`config.mk`:
```
export PLATFORM = sky130hd
export DESIGN_NAME = trisc_pcu_flat
export DESIGN_NICKNAME = d
export VERILOG_FILES = /design/src/rtl/trisc_pcu_if.sv /design/src/rtl/trisc_pcu.sv /design/src/flat_wrapper.sv
export SDC_FILE = /design/constraint.sdc
export NUM_CORES = 1
export LEC_CHECK = 0
export ABC_AREA = 1
export CAP_MARGIN = 20
export CELL_PAD_IN_SITES_DETAIL_PLACEMENT = 2
export CELL_PAD_IN_SITES_GLOBAL_PLACEMENT = 2
export CORE_ASPECT_RATIO = 1.1
export CORE_UTILIZATION = 40
export DETAILED_ROUTE_END_ITERATION = 10
export GPL_ROUTABILITY_DRIVEN = 0
export HOLD_SLACK_MARGIN = 0.03
export PLACE_DENSITY_LB_ADDON = 0.15
export SYNTH_ARGS = -nofsm -noshare
export SYNTH_HDL_FRONTEND = slang
export SYNTH_SLANG_ARGS = --single-unit
```
`constraint.sdc`:
```
create_clock -name clk -period 10.2 [get_ports clk]
set_clock_uncertainty 0.1 [all_clocks]
set_input_delay 3.06 -clock clk [delete_from_list [all_inputs] [get_ports clk]]
set_output_delay 3.06 -clock clk [all_outputs]
set_load 0.01 [all_outputs]
```
`src/rtl/trisc_pcu_if.sv`:
```
// Decoder/ROM-side bus of the T-RISC program-control unit.
// The master drives opcode, target and flags; the slave (trisc_pcu) returns PC and stack status.
interface trisc_pcu_if #(
    parameter int AW = 12,
    parameter int DW = 6
);
    logic [5:0]    op6;
    logic [AW-1:0] imm;
    logic          z;
    logic          c;
    logic          irq;
    logic [AW-1:0] pc;
    logic          irq_ack;
    logic          ien;
    logic [DW-1:0] depth;
    logic          stack_full;
    logic          stack_empty;
    logic          stack_ovf;
    logic          stack_unf;
    logic          z_restore;
    logic          c_restore;
    logic          flag_restore;

    modport master (
        output op6, imm, z, c, irq,
        input  pc, irq_ack, ien, depth, stack_full, stack_empty,
               stack_ovf, stack_unf, z_restore, c_restore, flag_restore
    );

    modport slave (
        input  op6, imm, z, c, irq,
        output pc, irq_ack, ien, depth, stack_full, stack_empty,
               stack_ovf, stack_unf, z_restore, c_restore, flag_restore
    );
endinterface

```
`src/rtl/trisc_pcu.sv`:
```
// T-RISC program-control unit: PC, return stack, conditional branches, one vectored interrupt.
// Define TRISC_PCU_FLAGSAVE_EN to save {z,c} on interrupt entry and restore them on reti.
module trisc_pcu #(
    parameter int            AW        = 12,
    parameter int            DEPTH     = 32,
    parameter logic [AW-1:0] RESET_VEC = '0,
    parameter logic [AW-1:0] IRQ_VEC   = AW'(1),
    parameter int            DW        = $clog2(DEPTH + 1)
) (
    input  logic       clk,
    input  logic       reset,
    trisc_pcu_if.slave bus
);
    localparam logic [5:0] OP_JUMP   = 6'b100010;
    localparam logic [5:0] OP_JUMPZ  = 6'b110010;
    localparam logic [5:0] OP_JUMPNZ = 6'b110110;
    localparam logic [5:0] OP_JUMPC  = 6'b111010;
    localparam logic [5:0] OP_JUMPNC = 6'b111110;
    localparam logic [5:0] OP_CALL   = 6'b100000;
    localparam logic [5:0] OP_RET    = 6'b100101;
    localparam logic [5:0] OP_RETI   = 6'b100111;
    localparam logic [5:0] OP_EINT   = 6'b101000;
    localparam logic [5:0] OP_DINT   = 6'b101001;
`ifdef TRISC_PCU_FLAGSAVE_EN
    localparam int SW = AW + 2;
`else
    localparam int SW = AW;
`endif
    localparam int IW = $clog2(DEPTH);

    logic [SW-1:0] stk_q [DEPTH];
    logic [AW-1:0] pc_q, pc_d;
    logic [DW-1:0] depth_q, depth_d;
    logic          ien_q, ien_d, ovf_q, ovf_d, unf_q, unf_d, ack_q, ack_d;
    logic          full, empty;
    logic [AW-1:0] pc1, npc;
    logic [SW-1:0] top, push_data;
    logic [IW-1:0] rd_idx, wr_idx;
    logic          is_call, is_ret, is_reti, irq_blk, jmp_taken;
    logic          call_ok, pop_ok, irq_take, push;

    assign full   = (depth_q == DW'(DEPTH));
    assign empty  = (depth_q == '0);
    assign pc1    = pc_q + AW'(1);
    assign rd_idx = IW'(depth_q - DW'(1));
    assign wr_idx = IW'(depth_q);
    assign top    = stk_q[rd_idx];

    always_comb begin
        is_call   = (bus.op6 == OP_CALL);
        is_reti   = (bus.op6 == OP_RETI);
        is_ret    = (bus.op6 == OP_RET) || is_reti;
        irq_blk   = is_call || is_ret || (bus.op6 == OP_EINT) || (bus.op6 == OP_DINT);
        jmp_taken = 1'b0;
        unique case (bus.op6)
            OP_JUMP:   jmp_taken = 1'b1;
            OP_JUMPZ:  jmp_taken = bus.z;
            OP_JUMPNZ: jmp_taken = !bus.z;
            OP_JUMPC:  jmp_taken = bus.c;
            OP_JUMPNC: jmp_taken = !bus.c;
            default:   jmp_taken = 1'b0;
        endcase
        call_ok  = is_call && !full;
        pop_ok   = is_ret && !empty;
        // npc is also what an accepted interrupt pushes, so a taken jump resumes at its target
        if (call_ok || jmp_taken) npc = bus.imm;
        else if (pop_ok)          npc = top[AW-1:0];
        else                      npc = pc1;
        irq_take = bus.irq && ien_q && !irq_blk && !full;
        push     = call_ok || irq_take;
`ifdef TRISC_PCU_FLAGSAVE_EN
        push_data = irq_take ? {bus.z, bus.c, npc} : {2'b00, pc1};
`else
        push_data = irq_take ? npc : pc1;
`endif
        pc_d = irq_take ? IRQ_VEC : npc;
        if (push)        depth_d = depth_q + DW'(1);
        else if (pop_ok) depth_d = depth_q - DW'(1);
        else             depth_d = depth_q;
        ien_d = ien_q;
        if (irq_take)                    ien_d = 1'b0;
        else if (bus.op6 == OP_EINT)     ien_d = 1'b1;
        else if (bus.op6 == OP_DINT)     ien_d = 1'b0;
        else if (is_reti && pop_ok)      ien_d = 1'b1;
        ovf_d = ovf_q || (is_call && full) || (bus.irq && ien_q && full);
        unf_d = unf_q || (is_ret && empty);
        ack_d = irq_take;
    end

    // Stack storage has no reset; only depth tracks validity
    always_ff @(negedge clk) begin
        if (push) stk_q[wr_idx] <= push_data;
    end

    always_ff @(negedge clk or negedge reset) begin
        if (!reset) begin
            pc_q    <= RESET_VEC;
            depth_q <= '0;
            ien_q   <= 1'b0;
            ovf_q   <= 1'b0;
            unf_q   <= 1'b0;
            ack_q   <= 1'b0;
        end else begin
            pc_q    <= pc_d;
            depth_q <= depth_d;
            ien_q   <= ien_d;
            ovf_q   <= ovf_d;
            unf_q   <= unf_d;
            ack_q   <= ack_d;
        end
    end

`ifdef TRISC_PCU_FLAGSAVE_EN
    logic zr_q, cr_q, fr_q;

    always_ff @(negedge clk or negedge reset) begin
        if (!reset) begin
            zr_q <= 1'b0;
            cr_q <= 1'b0;
            fr_q <= 1'b0;
        end else begin
            fr_q <= is_reti && pop_ok;
            if (is_reti && pop_ok) begin
                zr_q <= top[AW+1];
                cr_q <= top[AW];
            end
        end
    end

    assign bus.z_restore    = zr_q;
    assign bus.c_restore    = cr_q;
    assign bus.flag_restore = fr_q;
`else
    assign bus.z_restore    = 1'b0;
    assign bus.c_restore    = 1'b0;
    assign bus.flag_restore = 1'b0;
`endif

    assign bus.pc          = pc_q;
    assign bus.depth       = depth_q;
    assign bus.ien         = ien_q;
    assign bus.irq_ack     = ack_q;
    assign bus.stack_full  = full;
    assign bus.stack_empty = empty;
    assign bus.stack_ovf   = ovf_q;
    assign bus.stack_unf   = unf_q;
endmodule

```
`src/flat_wrapper.sv`:
```
// flat-port wrapper written by rule: the top's interface ports become plain ports
module trisc_pcu_flat 
#(
    parameter int            AW        = 12,
    parameter int            DEPTH     = 32,
    parameter logic [AW-1:0] RESET_VEC = '0,
    parameter logic [AW-1:0] IRQ_VEC   = AW'(1),
    parameter int            DW        = $clog2(DEPTH + 1)
)
  (clk, reset, bus_op6, bus_imm, bus_z, bus_c, bus_irq, bus_pc, bus_irq_ack, bus_ien, bus_depth, bus_stack_full, bus_stack_empty, bus_stack_ovf, bus_stack_unf, bus_z_restore, bus_c_restore, bus_flag_restore);
  trisc_pcu_if #(.AW(AW), .DW(DW)) bus_i ();
  input  logic clk;
  input  logic reset;
  input wire logic [$bits(bus_i.op6)-1:0] bus_op6;
  input wire logic [$bits(bus_i.imm)-1:0] bus_imm;
  input wire logic [$bits(bus_i.z)-1:0] bus_z;
  input wire logic [$bits(bus_i.c)-1:0] bus_c;
  input wire logic [$bits(bus_i.irq)-1:0] bus_irq;
  output wire logic [$bits(bus_i.pc)-1:0] bus_pc;
  output wire logic [$bits(bus_i.irq_ack)-1:0] bus_irq_ack;
  output wire logic [$bits(bus_i.ien)-1:0] bus_ien;
  output wire logic [$bits(bus_i.depth)-1:0] bus_depth;
  output wire logic [$bits(bus_i.stack_full)-1:0] bus_stack_full;
  output wire logic [$bits(bus_i.stack_empty)-1:0] bus_stack_empty;
  output wire logic [$bits(bus_i.stack_ovf)-1:0] bus_stack_ovf;
  output wire logic [$bits(bus_i.stack_unf)-1:0] bus_stack_unf;
  output wire logic [$bits(bus_i.z_restore)-1:0] bus_z_restore;
  output wire logic [$bits(bus_i.c_restore)-1:0] bus_c_restore;
  output wire logic [$bits(bus_i.flag_restore)-1:0] bus_flag_restore;
  assign bus_i.op6 = bus_op6;
  assign bus_i.imm = bus_imm;
  assign bus_i.z = bus_z;
  assign bus_i.c = bus_c;
  assign bus_i.irq = bus_irq;
  assign bus_pc = bus_i.pc;
  assign bus_irq_ack = bus_i.irq_ack;
  assign bus_ien = bus_i.ien;
  assign bus_depth = bus_i.depth;
  assign bus_stack_full = bus_i.stack_full;
  assign bus_stack_empty = bus_i.stack_empty;
  assign bus_stack_ovf = bus_i.stack_ovf;
  assign bus_stack_unf = bus_i.stack_unf;
  assign bus_z_restore = bus_i.z_restore;
  assign bus_c_restore = bus_i.c_restore;
  assign bus_flag_restore = bus_i.flag_restore;
  trisc_pcu #(.AW(AW), .DEPTH(DEPTH), .RESET_VEC(RESET_VEC), .IRQ_VEC(IRQ_VEC), .DW(DW)) u_core (.clk(clk), .reset(reset), .bus(bus_i));
endmodule
```
* Word level (Yosys, flattened, before mapping)
Memories as Yosys holds them, arrays and structs flattened. Index checks and enable logic that the tools add are counted.
Word-level totals: register bits after elaboration 22, memory bits (writable) 384, output and inout bits 27, logic and storage cells 60, memories 1
Memory list:
- u_core.stk_q | depth 32, width 12, rd ports 1, clocked after memory_dff 0, wr ports 1, RTL line trisc_pcu.sv:31 | logic [SW-1:0] stk_q [DEPTH];
Cells by class: add/sub/neg operators 3, equal/unequal tests 11, mux-type cells 13, reductions and logical operators 26
Operators with widths (number):
- 6-bit equality test (second input constant) | 11
- 12-bit two-way mux | 4
- 12-bit by 1-bit adder with 12-bit output (second input constant) | 1
- 6-bit two-way mux | 2
- 1-bit logical AND | 9
- 1-bit logical OR | 9
- 6-bit by 1-bit adder with 6-bit output (second input constant) | 1
- 6-bit zero test | 1
- 1-bit two-way mux | 6
- 6-bit by 1-bit subtractor with 6-bit output (second input constant) | 1
- 1-bit zero test | 5
- 1-bit case mux with 5 select lines | 1
- 4-bit nonzero test | 1
- 2-bit nonzero test | 1

* Longest topological paths before layout
word-level depth 11, mapped depth 19, mapped depth without buffers 14

==> results.yml <==
yosys:
  yosysWarnings: 0
  postSynthRegisterBits: 406
  yosys.area.top_type_share_pct: 63.6
  syn_avg_cell_area_sq_um: 9.99
  yosys.cell_types.count: 33
  synthFlopType: "edfxtp_1"
  ys_top_cells_by_area: "edfxtp_1, nand2_1, nand3_1, inv_1, dfrtn_1"
  synthTopCellsByCount: "nand2_1, edfxtp_1, nand3_1"
  syn_area_sq_um: 18100
  synth_edf_count: 384
  async_reset_ff_share_pct: 5.42
  yosysSeqAreaShare_pct: 66.6
  yosysTopAreaCell: "edfxtp_1"
  synth_most_common_cell: "nand2_1"
  netlist_instances: 1816
worst_setup_path:
  cp_num_cells: 14
  critPathKind: "input pin to flop"
  worstRegToRegCells: 15
  crit_fanout: 32
  cp_slowest_cell: "clkdlybuf4s50_1"
  critical_path.top_delay_family: "buffers and inverters"
  crit_top_cell: "nand2_1"
  critical_path_required_ns: 5.35
  cp_num_buf_inv: 6
  crit_arrival_ns: 5.57
  end_kind: "flop"
  crit_path_max_incr_delay_ns: 0.54
  crit_path_start_kind: "input pin"
  path_cells: "clkdlybuf4s50_1 -> inv_1 -> nor2_4 -> nand3_2 -> inv_1 -> nand2_1 -> inv_2 -> buf_12 -> nand2_1 -> nand2_1 -> nand2_1 -> nand2_1 -> nand2_1 -> buf_12"
power:
  p_leak_nw: 11.2
  totalPowerFinal_w: 0.00949
  pwr-share-comb_pct: 45.5
  ir_drop_mv: 0.887
  clockPowerShare_pct: 30.7
  swShare_pct: 54.8
  power.switching_w: 0.00520
  internal_power_w: 0.00429
  powerDensity_nw_per_um2: 405
  sequentialPowerShare_pct: 23.9
clock_network:
  clkTransAtPathRegs_ns: 0.05
  cts_sinks: 406
  clockBufferDepth: 3
  htreeDepth: 2
  cts_tree: "built"
  cts_buffers: 48
  root_buffer: "clkbuf_16"
  clk_latency_ns: 0.76
timing:
  hold_violations: 0
  relSlewSlack_pct: 29.2
  layout_setup_ws_ns: -0.218
  maxSlewViolCount: 0
  setup_tns_ns: -25.35
  worst_pin_slew_ns: 1.06
  holdWs_ns: 0.411
  setup_viol: 403
job:
  drv_cap: 0
status:
  violations: "setup timing"
  status: "complete, but fails checks"
grt:
  grt_pass1_vias: 20364
  grt_max_degree: 196
  grt_use_total_pct: 43.8
  grt_pass1_wl_um: 142000
  grt-ovfl-total: 0
  antenna_found_initial: 7
floorplan:
  dieArea_sq_um: 46200
  die_w_um: 205
  die_y_um: 225
  io_pins: 50
  core_sq_um: 44600
  rows: 81
  start_util_pct: 40.7
cells_and_area:
  nets: 2372
  syn2layout_area_growth_pct: 29.2
  drive_gt1_share_pct: 11.4
  utilization_pct: 52.5
  n_fill_cell: 4648
routing:
  num_vias: 18745
  wl_per_cell_um: 38.4
  dr.pass1.iters: 6
  drcViolationCount: 0
  vias_per_cell: 6.34
  ant_nets: 0
  wl_um: 113000
  drt_iter0_drc: 2379
place:
  pre_cts_ws_ns: -0.705
  place.detailed.hpwl_um: 39900
  port_buffers: 46
min_path:
  hold_depth: 1
  hp-class: "flop to flop"
==> registers in the layout, summed over array words and instances, names as in the netlist <==
name	flops
u_core.bus.pc	12
u_core.stk_q	384
u_core.bus.stack_ovf	1
u_core.bus.ien	1
u_core.bus.irq_ack	1
u_core.bus.depth	6
u_core.bus.stack_unf	1
==> through the flow <==
stage	instance area, sq um	cells
after floorplan	18200	1818
after global placement	20000	2462
after detailed placement	20000	2462
after CTS	23100	2942
after global routing	23400	2957
final	23400	2958
==> path summary, 6_finish.rpt <==
kind,end,slack (ns),startpoint
min in group asynchronous,u_core.bus.pc[9]$_DFF_NN0_,7.72,reset
worst max register to register,u_core.stk_q[9][9]$_DFFE_NP_,4.47,u_core.bus.depth[0]$_DFFE_NN0P_
worst max-delay path,u_core.stk_q[9][9]$_DFFE_NP_,-0.22,bus_op6[5]
max in group asynchronous,u_core.bus.depth[3]$_DFFE_NN0P_,1.97,reset
worst min register to register,u_core.bus.stack_unf$_DFF_NN0_,0.41,u_core.bus.stack_unf$_DFF_NN0_
worst min-delay path,u_core.bus.stack_unf$_DFF_NN0_,0.41,u_core.bus.stack_unf$_DFF_NN0_
==> worst register-to-register path, cell delays in order, from the launching register on <==
cell	delay, ns
dfrtn_1	0.54
inv_6	0.07
ha_4	0.79
clkinv_2	1.07
buf_4	0.70
nand3_1	0.34
nand3_1	0.23
nand3_1	0.19
nand3_1	0.22
nand2_1	0.19
nand2_1	0.17
nand2_1	0.20
nand2_1	0.14
nand2_1	0.15
nand2_1	0.13
buf_12	0.20
==> layout make-up <==
class                   instances  area [sq um]  area share, %
inverters                     217           822           3.51
well taps                     581           727           3.10
clock buffers                  48          1200           5.13
diodes                          1          2.50         0.0107
clock inverters               419          1690           7.20
repair buffers                186          1910           8.13
flip-flops and latches        406         12100           51.6
multi-input cells            1100          5000           21.4
==> layout by cell type, fill, tap and decap left out, types with 17 or more instances in the layout <==
cell type        count
inv_1              605
nand2_1            586
edfxtp_1           384
nand3_1            277
buf_4              100
nor2_1              95
clkbuf_16           51
clkdlybuf4s50_1     41
o21ai_0             34
dfrtn_1             22
buf_12              20
a21oi_1             17
==> power groups by stage <==
stage	Clock (W)	Sequential, W	Combinational, W
after CTS	0.00260	0.00226	0.00372
final	0.00291	0.00227	0.00431
after floorplan	0.000223	0.00228	0.00176
after global placement	0.000223	0.00228	0.00322
after detailed placement	0.000223	0.00228	0.00336
after global routing	0.00298	0.00226	0.00430
==> logic make-up after synthesis <==
kind of cell | synth area share [%]
adder cells (fa/ha/maj) | 0.414
XOR/XNOR | 0.573
other | 0.0207
AO/OA/AOI/OAI | 1.86
AND/OR/NAND/NOR | 23.5
buffers and inverters | 7.06
flip-flops | 66.6
==> per-layer routing <==
layer	global-route usage (%)	up-vias	share of wire (%)	wire (um)
li1	-	7001	-	-
met1	47.4	9325	33	37800
met2	73.7	1733	47	53900
met3	11.8	676	10	11400
met4	31.9	10	9.1	10400
met5	0	-	0.059	67
==> repair_timing <==
item                                   4_1_cts  5_1_grt
setup buffers                                8        7
pin swaps                                    5        4
setup endpoints to repair                  519      720
hold buffers                                 0        0
gates cloned                                 6        8
resized for setup                           40       50
endpoints found under the hold margin        0        0
Power figures use the tool's default switching activity.
